## config.mk

```make
export PLATFORM = sky130hd
export DESIGN_NAME = imem_loader
export DESIGN_NICKNAME = d
export VERILOG_FILES = /design/src/rtl/loader_pkg.sv /design/src/rtl/be_word_assembler.sv /design/src/rtl/imem_loader.sv
export SDC_FILE = /design/constraint.sdc
export NUM_CORES = 1
export LEC_CHECK = 0
export CAP_MARGIN = 20
export CORE_MARGIN = 2
export CORE_UTILIZATION = 40
export DETAILED_ROUTE_END_ITERATION = 10
export HOLD_SLACK_MARGIN = 0.08
export PLACE_DENSITY = 0.54
export REMOVE_ABC_BUFFERS = 1
export SETUP_SLACK_MARGIN = 0.05
export SLEW_MARGIN = 20
export SYNTH_ARGS = -nofsm -noshare
export SYNTH_HDL_FRONTEND = slang
export SYNTH_SLANG_ARGS = --single-unit
```

## constraint.sdc

```tcl
create_clock -name clk -period 14.8 [get_ports clk]
set_clock_uncertainty 0.2 [all_clocks]
set_input_delay 2.96 -clock clk [delete_from_list [all_inputs] [get_ports clk]]
set_output_delay 2.96 -clock clk [all_outputs]
set_load 0.01 [all_outputs]
```

## src/rtl/loader_pkg.sv

```systemverilog
// ---------------------------------------------------------------------------
// loader_pkg
//   Shared definitions for the instruction-memory boot loader:
//     state_e      - loader FSM states (LEN, BASE, DATA, CSUM, DONE, ERR)
//     ERR_*        - err_code encodings reported on the loader's err_code port
//     HDR_BYTES    - byte count of each big-endian header word (LEN, BASE)
//     HDR_CNT_W    - width of the per-word header byte counter
//     frame_fits() - 33-bit bounds check of base + length against memory size
// ---------------------------------------------------------------------------
package loader_pkg;

    typedef enum logic [2:0] {
        ST_LEN  = 3'd0,
        ST_BASE = 3'd1,
        ST_DATA = 3'd2,
        ST_CSUM = 3'd3,
        ST_DONE = 3'd4,
        ST_ERR  = 3'd5
    } state_e;

    localparam logic [1:0] ERR_NONE   = 2'b00;
    localparam logic [1:0] ERR_BOUNDS = 2'b01;
    localparam logic [1:0] ERR_CSUM   = 2'b10;

    localparam int HDR_BYTES = 4;
    localparam int HDR_CNT_W = $clog2(HDR_BYTES);

    // The sum is formed one bit wider than the header words so that a huge
    // LEN or BASE cannot wrap around and sneak past the bound.
    function automatic logic frame_fits(input logic [31:0] len,
                                        input logic [31:0] base,
                                        input logic [32:0] limit);
        logic [32:0] end_addr;
        end_addr = {1'b0, len} + {1'b0, base};
        return (end_addr <= limit);
    endfunction

endpackage

```

## src/rtl/be_word_assembler.sv

```systemverilog
// ---------------------------------------------------------------------------
// be_word_assembler
//   Collects HDR_BYTES bytes, most significant byte first, into one word.
//
//   Ports:
//     clk_i    in   clock
//     reset_i  in   synchronous active-high reset (clears the byte count)
//     clr_i    in   clears count and word (used when the loader is re-armed)
//     shift_i  in   accept data_i as the next byte of the word
//     data_i   in   8-bit byte
//     word_o   out  assembled word; while shift_i is high it already
//                   includes data_i, so the last byte is usable in the same
//                   cycle it is accepted
//     last_o   out  high while the final byte of the word is being shifted in
// ---------------------------------------------------------------------------
module be_word_assembler
    import loader_pkg::*;
(
    input  logic                   clk_i,
    input  logic                   reset_i,
    input  logic                   clr_i,
    input  logic                   shift_i,
    input  logic [7:0]             data_i,
    output logic [8*HDR_BYTES-1:0] word_o,
    output logic                   last_o
);

    logic [HDR_CNT_W-1:0]   cnt_q, cnt_d;
    logic [8*HDR_BYTES-1:0] word_q, word_d;
    logic [8*HDR_BYTES-1:0] word_shift;

    assign word_shift = {word_q[8*HDR_BYTES-9:0], data_i};
    assign last_o     = shift_i && !clr_i && (cnt_q == HDR_CNT_W'(HDR_BYTES - 1));
    assign word_o     = shift_i ? word_shift : word_q;

    always_comb begin
        cnt_d  = cnt_q;
        word_d = word_q;
        if (clr_i) begin
            cnt_d  = '0;
            word_d = '0;
        end else if (shift_i) begin
            cnt_d  = last_o ? '0 : cnt_q + 1'b1;
            word_d = word_shift;
        end
    end

    always_ff @(posedge clk_i) begin
        if (reset_i) begin
            cnt_q <= '0;
        end else begin
            cnt_q <= cnt_d;
        end
    end

    // Word contents need no reset: a full word is always shifted in before
    // it is used, and the count restarts from zero on reset.
    always_ff @(posedge clk_i) begin
        word_q <= word_d;
    end

endmodule

```

## src/rtl/imem_loader.sv

```systemverilog
// ---------------------------------------------------------------------------
// imem_loader
//   Boot-time writer for the byte-addressable instruction memory. Receives a
//   framed byte stream (LEN[4] BASE[4] payload[N] CSUM[1], big-endian header
//   words), writes the payload to consecutive addresses starting at BASE,
//   checks bounds and XOR checksum, and keeps the core in reset until a frame
//   has been loaded cleanly.
//
//   Ports:
//     clk        in   system clock
//     reset      in   synchronous active-high reset
//     start      in   one-cycle pulse, re-arms the loader from DONE or ERR
//     in_valid   in   stream byte valid
//     in_data    in   stream byte
//     in_ready   out  byte accepted when in_valid && in_ready
//     mem_we     out  memory byte write strobe (one cycle after acceptance)
//     mem_addr   out  memory byte write address
//     mem_wdata  out  memory byte write data
//     core_hold  out  1 holds the fetch unit / core in reset
//     done       out  load finished with a matching checksum
//     error      out  load aborted
//     err_code   out  00 none, 01 out of bounds, 10 checksum mismatch
// ---------------------------------------------------------------------------
module imem_loader
    import loader_pkg::*;
#(
    parameter int unsigned MEM_BYTES = 1048576,
    parameter int unsigned ADDR_W    = 20
) (
    input  logic              clk,
    input  logic              reset,
    input  logic              start,
    input  logic              in_valid,
    input  logic [7:0]        in_data,
    output logic              in_ready,
    output logic              mem_we,
    output logic [ADDR_W-1:0] mem_addr,
    output logic [7:0]        mem_wdata,
    output logic              core_hold,
    output logic              done,
    output logic              error,
    output logic [1:0]        err_code
);

    localparam logic [32:0] MEM_LIMIT = 33'(MEM_BYTES);
    // A frame that passes the bounds check has N <= MEM_BYTES <= 2^ADDR_W,
    // so one extra bit above the address width holds any remaining count.
    localparam int unsigned CNT_W = ADDR_W + 1;

    state_e              state_q, state_d;
    logic [1:0]          err_q, err_d;
    logic [7:0]          acc_q, acc_d;
    logic [CNT_W-1:0]    rem_q, rem_d;
    logic [ADDR_W-1:0]   addr_q, addr_d;
    logic                we_q, we_d;
    logic [ADDR_W-1:0]   waddr_q, waddr_d;
    logic [7:0]          wdata_q, wdata_d;

    logic                accept;
    logic                rearm;
    logic                len_shift, base_shift;
    logic                len_last, base_last;
    logic [31:0]         len_word, base_word;

    assign in_ready = (state_q == ST_LEN)  || (state_q == ST_BASE) ||
                      (state_q == ST_DATA) || (state_q == ST_CSUM);
    assign accept   = in_valid && in_ready;
    assign rearm    = start && ((state_q == ST_DONE) || (state_q == ST_ERR));

    assign len_shift  = accept && (state_q == ST_LEN);
    assign base_shift = accept && (state_q == ST_BASE);

    be_word_assembler u_len_asm (
        .clk_i   (clk),
        .reset_i (reset),
        .clr_i   (rearm),
        .shift_i (len_shift),
        .data_i  (in_data),
        .word_o  (len_word),
        .last_o  (len_last)
    );

    be_word_assembler u_base_asm (
        .clk_i   (clk),
        .reset_i (reset),
        .clr_i   (rearm),
        .shift_i (base_shift),
        .data_i  (in_data),
        .word_o  (base_word),
        .last_o  (base_last)
    );

    always_comb begin
        state_d = state_q;
        err_d   = err_q;
        acc_d   = acc_q;
        rem_d   = rem_q;
        addr_d  = addr_q;
        we_d    = 1'b0;
        waddr_d = waddr_q;
        wdata_d = wdata_q;

        case (state_q)
            ST_LEN: begin
                if (len_last) begin
                    state_d = ST_BASE;
                end
            end

            ST_BASE: begin
                // base_word already contains the byte being accepted, so the
                // bounds decision is taken on the 8th header byte itself.
                if (base_last) begin
                    if (!frame_fits(len_word, base_word, MEM_LIMIT)) begin
                        state_d = ST_ERR;
                        err_d   = ERR_BOUNDS;
                    end else begin
                        addr_d  = base_word[ADDR_W-1:0];
                        rem_d   = len_word[CNT_W-1:0];
                        state_d = (len_word == 32'd0) ? ST_CSUM : ST_DATA;
                    end
                end
            end

            ST_DATA: begin
                if (accept) begin
                    we_d    = 1'b1;
                    waddr_d = addr_q;
                    wdata_d = in_data;
                    acc_d   = acc_q ^ in_data;
                    addr_d  = addr_q + 1'b1;
                    rem_d   = rem_q - 1'b1;
                    if (rem_q == CNT_W'(1)) begin
                        state_d = ST_CSUM;
                    end
                end
            end

            ST_CSUM: begin
                if (accept) begin
                    if (in_data == acc_q) begin
                        state_d = ST_DONE;
                    end else begin
                        state_d = ST_ERR;
                        err_d   = ERR_CSUM;
                    end
                end
            end

            ST_DONE, ST_ERR: begin
                if (rearm) begin
                    state_d = ST_LEN;
                    err_d   = ERR_NONE;
                    acc_d   = 8'h00;
                    rem_d   = '0;
                end
            end

            default: begin
                state_d = ST_LEN;
            end
        endcase
    end

    always_ff @(posedge clk) begin
        if (reset) begin
            state_q <= ST_LEN;
            err_q   <= ERR_NONE;
            acc_q   <= 8'h00;
            rem_q   <= '0;
            we_q    <= 1'b0;
            waddr_q <= '0;
            wdata_q <= 8'h00;
        end else begin
            state_q <= state_d;
            err_q   <= err_d;
            acc_q   <= acc_d;
            rem_q   <= rem_d;
            we_q    <= we_d;
            waddr_q <= waddr_d;
            wdata_q <= wdata_d;
        end
    end

    // Running write address is reloaded from BASE before every payload, so
    // it carries no reset.
    always_ff @(posedge clk) begin
        addr_q <= addr_d;
    end

    assign mem_we    = we_q;
    assign mem_addr  = waddr_q;
    assign mem_wdata = wdata_q;
    assign done      = (state_q == ST_DONE);
    assign error     = (state_q == ST_ERR);
    assign core_hold = (state_q != ST_DONE);
    assign err_code  = err_q;

endmodule

```

# [Yosys cells after proc, flatten, opt, wreduce, memory -nomap -nowiden]
# Index checks and enable logic that the tools add are counted.
# Widths: inputs -> output; s select.
[op_classes] n_reduce_logical=28 mux=33 eq_ne=19 n_bitwise=2 magnitude_cmp=1 n_addsub=5
[op_table] cell="$mux 21" n=4
[op_table] cell="$mux 32" n=2
[op_table] cell="$pmux 21 s3" n=1
[op_table] cell="$mux 20" n=3
[op_table] cell="$pmux 20 s2" n=1
[op_table] cell="$add 32x32->33" n=1
[op_table] cell="$le 33x21->1 const B" n=1
[op_table] cell="$logic_not 32->1" n=1
[op_table] cell="$eq 21x1->1 const B" n=1
[op_table] cell="$mux 3" n=7
[op_table] cell="$sub 21x1->21 const B" n=1
[op_table] cell="$add 20x1->20 const B" n=1
[op_table] cell="$mux 8" n=2
[op_table] cell="$pmux 8 s2" n=1
[op_table] cell="$pmux 3 s5" n=1
[op_table] cell="$mux 2" n=7
[op_table] cell="$reduce_and 6->1" n=2
[op_table] cell="$ne 2x1->1 const B" n=5
[op_table] cell="$eq 8x8->1" n=1
[op_table] cell="$logic_and 1x1->1" n=8
[op_table] cell="$ne 2x2->1 const B" n=4
[op_table] cell="$xor 8x8->8" n=1
[op_table] cell="$eq 3x2->1 const B" n=2
[op_table] cell="$eq 3x3->1 const B" n=2
[op_table] cell="other kinds (17)" n=28
[totals] ff_bits=151 input_bits=12 word_cells=100 out_inout_bits=35

# [Longest topological paths before layout]
# Gate-level depths: netlist of the first run.
[depth] word_depth=12 mapped_depth=23 mapped_depth_nobuf=20

# [Cells and area by module]
# From an unflattened synthesis of the first run, not the netlist that was laid out.
[hier_totals] cells_unflattened=1066 hier_area_um2=9335.2
[by_module_without_submodules] module="imem_loader" seq_area_each_um2=1861.8 area_per_inst_um2=6409.9 cells_per_inst=842 n_inst=1
[by_module_without_submodules] module="be_word_assembler" seq_area_each_um2=680.7 area_per_inst_um2=1462.7 cells_per_inst=112 n_inst=2

# [Worst setup path after synthesis of the first run]
# Ideal clock, no wire load.
[synth_timing] path_type="in2reg" startpoint="in in_valid" endpoint="reg addr_q[0], enable pin" path_buffers=4 path_slack_ps=6700 setup_ps=375 cell_stages=19 required_ps=14225 arrival_time_ps=7525 path_cell_list="clkbuf_1 > nor4b_1 > clkbuf_1 > clkbuf_1 > mux2i_1 > inv_1 > ha_1 > buf_2 > a21oi_1 > o21a_1 > o31ai_1 > or4_1 > a21oi_2 > o21a_1 > nand4b_2 > nor4_4 > nand2_2 > nor3_1 > o211a_1"
[synth_via] elab_chain_cells=7 word_cells_on_any_way=13 classes_between="add/sub (1); order compare (1); eq/ne (3); mux (2); reduce/logical (6)"
[synth_lines] element="from (decl)" line_no="imem_loader.sv:33" text="input logic in_valid,"
[synth_lines] element="$logic_and 1x1->1" line_no="imem_loader.sv:67" text="assign accept = in_valid && in_ready;"
[synth_lines] element="$logic_and 1x1->1" line_no="imem_loader.sv:70" text="assign len_shift = accept && (state_q == ST_LEN);"
[synth_lines] element="$mux 32"
[synth_lines] element="via len_word[16]" line_no="imem_loader.sv:63" text="logic [31:0] len_word, base_word;"
[synth_lines] element="$add 32x32->33" line_no="loader_pkg.sv:34" text="end_addr = {1'b0, len} + {1'b0, base};"
[synth_lines] element="$le 33x21->1" line_no="loader_pkg.sv:35" text="return (end_addr <= limit);"
[synth_lines] element="$ne 2x1->1 (no source line)"
[synth_lines] element="$reduce_and 4->1 (no source line)"
[synth_lines] element="to (signal assigned)" line_no="imem_loader.sv:188" text="addr_q <= addr_d;"
[synth_lines] element="to (decl)" line_no="imem_loader.sv:54" text="logic [ADDR_W-1:0] addr_q, addr_d;"
# The timed path passes the listed nets, and every way through them passes these cells.
# A chain may end at the register's enable or synchronous reset.

# [Worst setup path after layout of the first run]
[layout_timing] startpoint="in in_valid" endpoint="reg addr_q[15], enable pin"
# Same word-level chain as after synthesis.

==> results of run 1 <==
[final cells by class]
type / count / area, um2 / share of cell area
sequential: 151 / 3220 / 0.312
timing repair buffer: 54 / 515 / 0.0500
inverter: 64 / 240 / 0.0233
multi-input combinational: 893 / 5400 / 0.523
clock inverter: 13 / 121 / 0.0118
clock buffer: 19 / 464 / 0.0450
tap: 285 / 357 / 0.0346
[cell usage after synthesis (3+ instances only)]
library cell	n	area, um2
a211o_1	3	26.3
a211oi_1	4	30.0
a21boi_0	13	97.6
a21o_1	7	52.6
a21oi_1	127	636
a2bb2oi_1	3	26.3
a311oi_1	3	26.3
a31oi_1	13	81.3
and2_1	5	31.3
and3_1	6	37.5
buf_1	4	15.0
buf_2	12	60.1
clkbuf_1	43	161
dfxtp_1	131	2620
edfxtp_1	20	601
ha_1	37	463
inv_1	63	236
mux2i_1	61	611
nand2_1	152	571
nand2b_1	17	106
nand3_1	24	120
nand3b_1	5	37.5
nand4_1	23	144
nor2_1	145	544
nor2b_1	4	25.0
nor3_1	27	135
nor3b_1	3	22.5
nor4_1	10	62.6
o211ai_1	6	45.0
o21a_1	13	97.6
o21ai_0	56	280
o21ai_1	4	20.0
o21bai_1	3	22.5
o221ai_1	3	26.3
o22ai_1	11	68.8
o32ai_1	5	43.8
or2_2	4	25.0
or3_1	8	50.1
or4_1	5	37.5
xnor2_1	27	236
xor2_1	16	140
[through the flow]
stage	worst slack, ns	utilization
3_3_place_gp	5.34	0.434
2_1_floorplan	2.11	-
5_1_grt	5.36	0.460
6_report	5.75	0.460
3_5_place_dp	5.36	0.434
4_1_cts	5.76	0.460
[worst max path at each step]
stage             start         end  slack, ns  depth (start not counted)
2_1_floorplan  in_valid    rem_q[2]       2.11                         14
3_3_place_gp   in_valid  addr_q[19]       5.34                         17
3_5_place_dp   in_valid  addr_q[19]       5.36                         17
4_1_cts        in_valid  addr_q[10]       5.76                         17
5_1_grt        in_valid  addr_q[10]       5.36                         19
6_report       in_valid  addr_q[15]       5.75                         17
[kinds of logic (layout without fill, tap and decap cells)]
| family | count (synthesis) | in the layout | share of synthesized area |
|---|---|---|---|
| buffers and inverters | 123 | 150 | 0.0525 |
| DFF | 151 | 151 | 0.355 |
| adders and majority gates | 38 | 38 | 0.0532 |
| AOI/OAI and AO/OA | 299 | 299 | 0.200 |
| xor gates and xnor gates | 43 | 43 | 0.0415 |
| muxes | 62 | 62 | 0.0685 |
| and+or+nand+nor | 451 | 451 | 0.229 |
[layer usage]
metal,track usage,wire length [um],vias up
met5,0,0,-
met4,0.0511,354,0
met3,0.0331,1110,21
met2,0.377,12700,191
met1,0.329,13500,3876
li1,-,-,4152
[sequential cells by signal (all words and copies together) (netlist names), 3 cells and up]
| register | count |
|---|---|
| u_len_asm.word_q | 32 |
| state_q | 3 |
| u_base_asm.word_q | 32 |
| acc_q | 8 |
| mem_addr | 20 |
| rem_q | 21 |
| addr_q | 20 |
| mem_wdata | 8 |
[power breakdown]
part | switching (W) | internal (W)
registers | 0.0000695 | 0.000525
logic | 0.000825 | 0.000455
clock network | 0.000197 | 0.000238
total | 0.00109 | 0.00122
[tightest hold or removal path: cells and delay by family (launching register included)]
| kind | cells | cell delay [ns] |
|---|---|---|
| flops | 1 | 0.31 |
| simple gates | 1 | 0.05 |
| compound gates | 1 | 0.05 |
[cell usage in the layout, fill, tap and decap left out, drive strengths merged, types with 11 or more instances in the layout]
master | synthesis | layout
o21ai | 60 | 60
mux2i | 61 | 61
nor3 | 28 | 28
nor2 | 145 | 145
dfxtp | 131 | 131
nor4 | 11 | 11
nand2b | 17 | 17
xnor2 | 27 | 27
a21oi | 129 | 129
ha | 37 | 37
nand2 | 153 | 153
a31oi | 13 | 13
a21boi | 13 | 13
o22ai | 11 | 11
inv | 64 | 75
nand4 | 23 | 23
xor2 | 16 | 16
clkbuf | 43 | 19
nand3 | 24 | 24
edfxtp | 20 | 20
o21a | 13 | 13
clkdlybuf4s50 | 0 | 45
==> metrics.txt, run 1 <==
io pins=47; worst hold slack=0.252 ns; cell chain of the critical path=clkdlybuf4s50_1, nor4b_2, buf_4, mux2i_1, inv_1, ha_1, a21oi_1, nor3_1, or4b_1, a2111oi_0, and3_1, o2111ai_1, nor4_1, o2111a_2, nand2_2, nor3_1, o211a_1; Max-Cap Viols=0; Post-Place Cells=1,447; clk sink count=151; Final Power=0.00231 W; Final Cycle Share=0.612; DRC errors left=0; r2r startpoint=state_q[0]; DR vias/cell=5.57; site row count=55; Final Critical Period=9.05 ns; WS Path Type=input port to flop; worst endpoint required time=14.65 ns; synth unique cells=74; final wirelength=27,700 um; Finished Layout Cells=1,479; Crit-path slowest cell=o211a_1; Die W=155 um; EDFF count, synth=20; worst hold path startpoint=mem_addr[6]; share of cells above drive strength 1=0.0519; Initial Util=0.405; n_diodes=0; CTS clk-pin slew, worst paths=0.07 ns; Placed Area=9730 um2; htree depth=4; worst-margin pin slew=1.04 ns; FF+latch count, synth=151; Synth Area per Inst=7.78 um2; Final Max Tran Viols=0; worst r2r dst=addr_q[15]; Die ar.=23,900 um2; CTS max path bufs=2; Final Cell Area=10,300 um2; root buffer cell=clkbuf_16; status=complete, no violations; largest net degree at the start of global routing=65; vias in the first global route=7,871; cts repair resizes=0; CTS tree=done; Pleak=4.22 nW; core region area=22,400 um2; initial antenna violation count=0; Most Frequent Cell on Critical Path=nor3_1; drt wl/cell=18.7 um; Reg2Reg Depth=18; maximum VDD drop=0.0000844 V; relative slew slack=0.306; setup violators final=0; FF-to-FF setup slack=7.92 ns; critical path's top delay family=compound AO/OA/AOI/OAI gates; synth warn=0; fin nets=1,231; Setup crit start kind=input port; unrepaired setup endpoints after global routing=false; Total Routing Usage GR=0.232; Worst Path Arrival=8.91 ns; sequential area share after synthesis=0.355; grt total ovfl=0; Post-DRT Antenna Nets=0; fill count=2,289; first-pass GRT wire length=43,800 um; Placer Congestion=0.905; max frequency=0.110 GHz; worst path buffer plus inverter count=3; pwr dens=224 nW/um2; Cell Area, Synth=9080 um2; Final TNS setup=0 ns; I/O Buffers=46; CTS Buf Count=17; routed vias=8,240; Worst Path Max Fanout=34; ys flop type=dfxtp_1; DR iter-0 viols=563; growth of design area from synthesis to finish=13.7%; DRT Pass-1 Iters=5; post-DP HPWL=20,600 um; Die Ht=155 um; clk_lat worst skew=0.43 ns; Post-synth ARST share=0; final hold vios=0; Worst Hold Class=flop to flop; max incr delay on CP=0.72 ns; Post-CTS Setup Inserts=0; hold_buf cts=0; hold path depth=2; CP endpoint kind=flop; hold endpoint=mem_addr[6]; Post-Syn Instances=1,167
No activity file was read; power rests on OpenSTA's default activity.
==> inputs of run 2 (changes only) <==
Clock period 14.8 ns to 8.7 ns, I/O delays scaled along.
==> metrics.txt, run 2 (synthesized netlist as in run 1, its figures left out) <==
status=complete, no violations; Post-CTS Setup Inserts=0; Placed Area=9820 um2; maximum VDD drop=0.000158 V; DR vias/cell=5.61; fill count=2,283; final wirelength=26,700 um; Finished Layout Cells=1,489; most common cell after layout, fill and taps aside=nand2_1; clk_lat worst skew=0.43 ns; largest net degree at the start of global routing=65; leading cell types in the layout, fill and taps excluded=nand2_1 (151), nor2_1 (145), dfxtp_1 (131); fin nets=1,241; site row count=55; hold_buf cts=0; DR iter-0 viols=735; growth of design area from synthesis to finish=14.4%; io pins=47; setup violators final=0; Final Power=0.00392 W; Worst Path Arrival=7.45 ns; Post-Place Cells=1,457; share of cells above drive strength 1=0.0581; Worst Path Max Fanout=34; CP endpoint kind=flop; Final Critical Period=7.54 ns; Placer Congestion=0.921; CTS max path bufs=2; htree depth=4; DRC errors left=0; worst hold slack=0.253 ns; routed vias=8,348; max frequency=0.133 GHz; GRT met1 Usage=0.322; clk sink count=151; biggest regs=u_base_asm.word_q x32, u_len_asm.word_q x32, rem_q x21; GR Util met2=0.362; Final Max Tran Viols=0; final hold vios=0; worst endpoint required time=8.61 ns; worst-margin pin slew=1.04 ns; global routing's busiest layer=met2; initial antenna violation count=0; drt wl/cell=18.0 um; Initial Util=0.405; root buffer cell=clkbuf_16; vias in the first global route=7,819; grt total ovfl=0; Die ar.=23,900 um2; first-pass GRT wire length=43,200 um; Pleak=4.26 nW; Final Cycle Share=0.867; Setup crit start kind=input port; core region area=22,400 um2; utilization after layout=0.463; CTS tree=done; unrepaired setup endpoints after global routing=false; pwr dens=378 nW/um2; Worst Hold Class=flop to flop; CTS clk-pin slew, worst paths=0.07 ns; n_diodes=0; met3 Usage GRT=0.0308; WS Path Type=input port to flop; DRT Pass-1 Iters=5; Post-DRT Antenna Nets=0; I/O Buffers=46; Die W=155 um; post-DP HPWL=20,100 um; relative slew slack=0.306; CTS Buf Count=17; Total Routing Usage GR=0.228; Final Cell Area=10,400 um2; Die Ht=155 um; Max-Cap Viols=0; cts repair resizes=0
==> run 2: cell count changes in the layout (fill, tap and decap cells not counted), sizes merged <==
cell and change:
bufinv +1, clkinv +3, clkbuf -1, inv -3
buf +10
==> run 2: final cells by class <==
class,count,area (um2),share of cell area
clock buffers,18,429,0.0413
inverters,64,240,0.0231
clock inverters,14,138,0.0133
repair buffers,64,603,0.0581
flip-flops and latches,151,3220,0.310
well taps,285,357,0.0343
multi-input cells,893,5400,0.520
==> run 2: routing by layer <==
metal	up-vias	routed length (um)
li1	4173	-
met1	3946	13000
met2	198	12300
met3	31	923
met4	0	571
met5	-	0
==> run 2: final timing paths <==
| path | startpoint | end | slack, ns | depth (start not counted) |
|---|---|---|---|---|
| max | in_valid | addr_q[9] | 1.16 | 18 |
| min | mem_addr[1] | mem_addr[1] | 0.25 | 2 |
| max reg2reg | state_q[0] | addr_q[9] | 1.96 | 20 |
| min reg2reg | mem_addr[1] | mem_addr[1] | 0.25 | 2 |
==> run 2: critical path, cell delays in order <==
cell and delay (ns):
clkdlybuf4s50_1 0.64, nor4b_2 0.38, buf_12 0.30, mux2i_1 0.59, inv_1 0.20, ha_1 0.45, a21oi_1 0.27, nor3_1 0.12
or4b_1 0.56, a2111oi_0 0.34, and3_1 0.24, o2111ai_1 0.12, nor4_1 0.29, o2111a_2 0.38, nand2_2 0.15, nor3_1 0.21
o211a_1 0.17, buf_4 0.27
==> run 2: report_power, final <==
group | switching [W] | internal [W] | leakage (nW)
Clock | 0.000322 | 0.000402 | 0.283
Sequential | 0.000125 | 0.000893 | 1.26
Combinational | 0.00139 | 0.000792 | 2.72
==> run 2: through the flow <==
stage                     TNS [ns]  setup slack [ns]
after CTS                        0              1.23
after floorplan            -119.99             -2.77
after global placement           0             0.823
after global routing             0             0.957
final                            0              1.16
after detailed placement         0             0.814
==> inputs of run 3 (changes only) <==
Settings changed: CELL_PAD_IN_SITES_DETAIL_PLACEMENT set to 0, CELL_PAD_IN_SITES_GLOBAL_PLACEMENT set to 1, PLACE_DENSITY 0.54 to 0.69.
==> metrics.txt, run 3 (synthesized netlist as in run 1, its figures left out) <==
status=complete, no violations; drt wl/cell=19.5 um; Final Max Tran Viols=0; Reg2Reg Depth=21; cts repair resizes=0; clk sink count=151; root buffer cell=clkbuf_16; final wirelength=29,200 um; Die Ht=155 um; largest net degree at the start of global routing=65; final worst slack=1.13 ns; Initial Util=0.405; r2r startpoint=state_q[0]; Placer Congestion=0.939; hold_buf cts=0; maximum VDD drop=0.000180 V; vias in the first global route=8,014; grt total ovfl=0; Post-Place Worst Slack=0.780 ns; Worst Path Max Fanout=34; core region area=22,400 um2; growth of design area from synthesis to finish=14.8%; worst-margin pin slew=1.03 ns; CP endpoint kind=flop; fin nets=1,246; relative slew slack=0.315; Worst Path Arrival=7.47 ns; htree depth=4; Setup crit start kind=input port; hold path depth=2; initial antenna violation count=2; FF-to-FF setup slack=1.73 ns; clk_lat worst skew=0.44 ns; leading cell types in the layout, fill and taps excluded=nand2_1 (151), nor2_1 (145), dfxtp_1 (131); FF+latch area=3220 um2; Total Routing Usage GR=0.247; post-DP HPWL=21,700 um; Pleak=4.27 nW; routed vias=8,436; Final Critical Period=7.57 ns; Finished Layout Cells=1,495; hold endpoint=mem_wdata[6]; WS Path Type=input port to flop; worst r2r dst=addr_q[7]; fill count=2,310; first-pass GRT wire length=46,000 um; Final Cycle Share=0.870; CTS Buf Count=17; setup violators final=0; unrepaired setup endpoints after global routing=false; Die W=155 um; io pins=47; Final Cell Area=10,400 um2; Post-Place Cells=1,462; DRC errors left=0; share of cells above drive strength 1=0.0620; I/O Buffers=46; Worst Hold Class=flop to flop; DR vias/cell=5.64; CTS max path bufs=2; worst hold path startpoint=mem_wdata[6]; Placed Area=9860 um2; most common cell after layout, fill and taps aside=nand2_1; biggest regs=u_base_asm.word_q x32, u_len_asm.word_q x32, rem_q x21; DR iter-0 viols=659; CTS tree=done; pwr dens=381 nW/um2; Die ar.=23,900 um2; Post-CTS Setup Inserts=0; final hold vios=0; max frequency=0.132 GHz; worst hold slack=0.253 ns; Post-DRT Antenna Nets=0; site row count=55; CTS clk-pin slew, worst paths=0.06 ns; area occupied by multi-input gates=5400 um2; Max-Cap Viols=0; worst endpoint required time=8.60 ns; DRT Pass-1 Iters=5
## run 3: changes by cell type in the layout (fill, tap and decap cells not counted)
cell,delta
clkinv_4,-2
inv_4,-1
clkinv_2,-1
inv_8,+1
diode_2,+1
clkinv_8,+2
buf_4,+5
bufinv_16,-1
inv_6,-1
clkinvlp_4,+3
## run 3: area by class of cell
type / instances / share of cell area
multi-input cells: 893 / 0.518
flip-flops and latches: 151 / 0.309
repair buffers: 69 / 0.0615
clock buffers: 18 / 0.0412
well taps: 285 / 0.0342
inverters: 64 / 0.0230
clock inverters: 14 / 0.0131
diodes: 1 / 0.000240
## run 3: metal layers
| metal | track usage | part of all wire | vias up |
|---|---|---|---|
| met3 | 0.0373 | 0.036 | 34 |
| met5 | 0 | 0.00045 | - |
| met1 | 0.334 | 0.47 | 4026 |
| met4 | 0.0754 | 0.019 | 2 |
| met2 | 0.407 | 0.47 | 192 |
| li1 | - | - | 4182 |
## run 3: worst max-delay path by stage
stage / startpoint / to / slack, ns
after floorplan: in_valid / rem_q[2] / -2.77
after global placement: in_valid / addr_q[7] / 0.87
after detailed placement: in_valid / addr_q[7] / 0.78
after CTS: in_valid / addr_q[7] / 1.17
after global routing: in_valid / addr_q[8] / 0.71
final: in_valid / addr_q[7] / 1.13
## run 3: power breakdown
part           switching [W]  total (W)  internal (W)
clock network       0.000337   0.000714      0.000378
logic                0.00144    0.00225      0.000807
registers           0.000118    0.00101      0.000893
## run 3: per-stage QoR
| stage | util | TNS, ns | power (W) |
|---|---|---|---|
| final | 0.465 | 0 | 0.00397 |
| after global routing | 0.465 | 0 | 0.00426 |
| after CTS | 0.465 | 0 | 0.00397 |
| after detailed placement | 0.439 | 0 | 0.00324 |
| after global placement | 0.439 | 0 | 0.00326 |
| after floorplan | - | -119.99 | 0.00257 |
## run 3: critical path: stages
cell             delay (ns)
clkdlybuf4s50_1        0.68
nor4b_2                0.37
buf_12                 0.29
mux2i_1                0.50
inv_1                  0.16
ha_1                   0.46
nand2_1                0.18
nor4_1                 0.31
o21ai_0                0.16
a311oi_1               0.58
o21a_1                 0.18
o221ai_1               0.12
nor4_1                 0.45
o2111a_2               0.41
nand2_2                0.15
nor3_1                 0.23
o211a_1                0.16
buf_4                  0.28
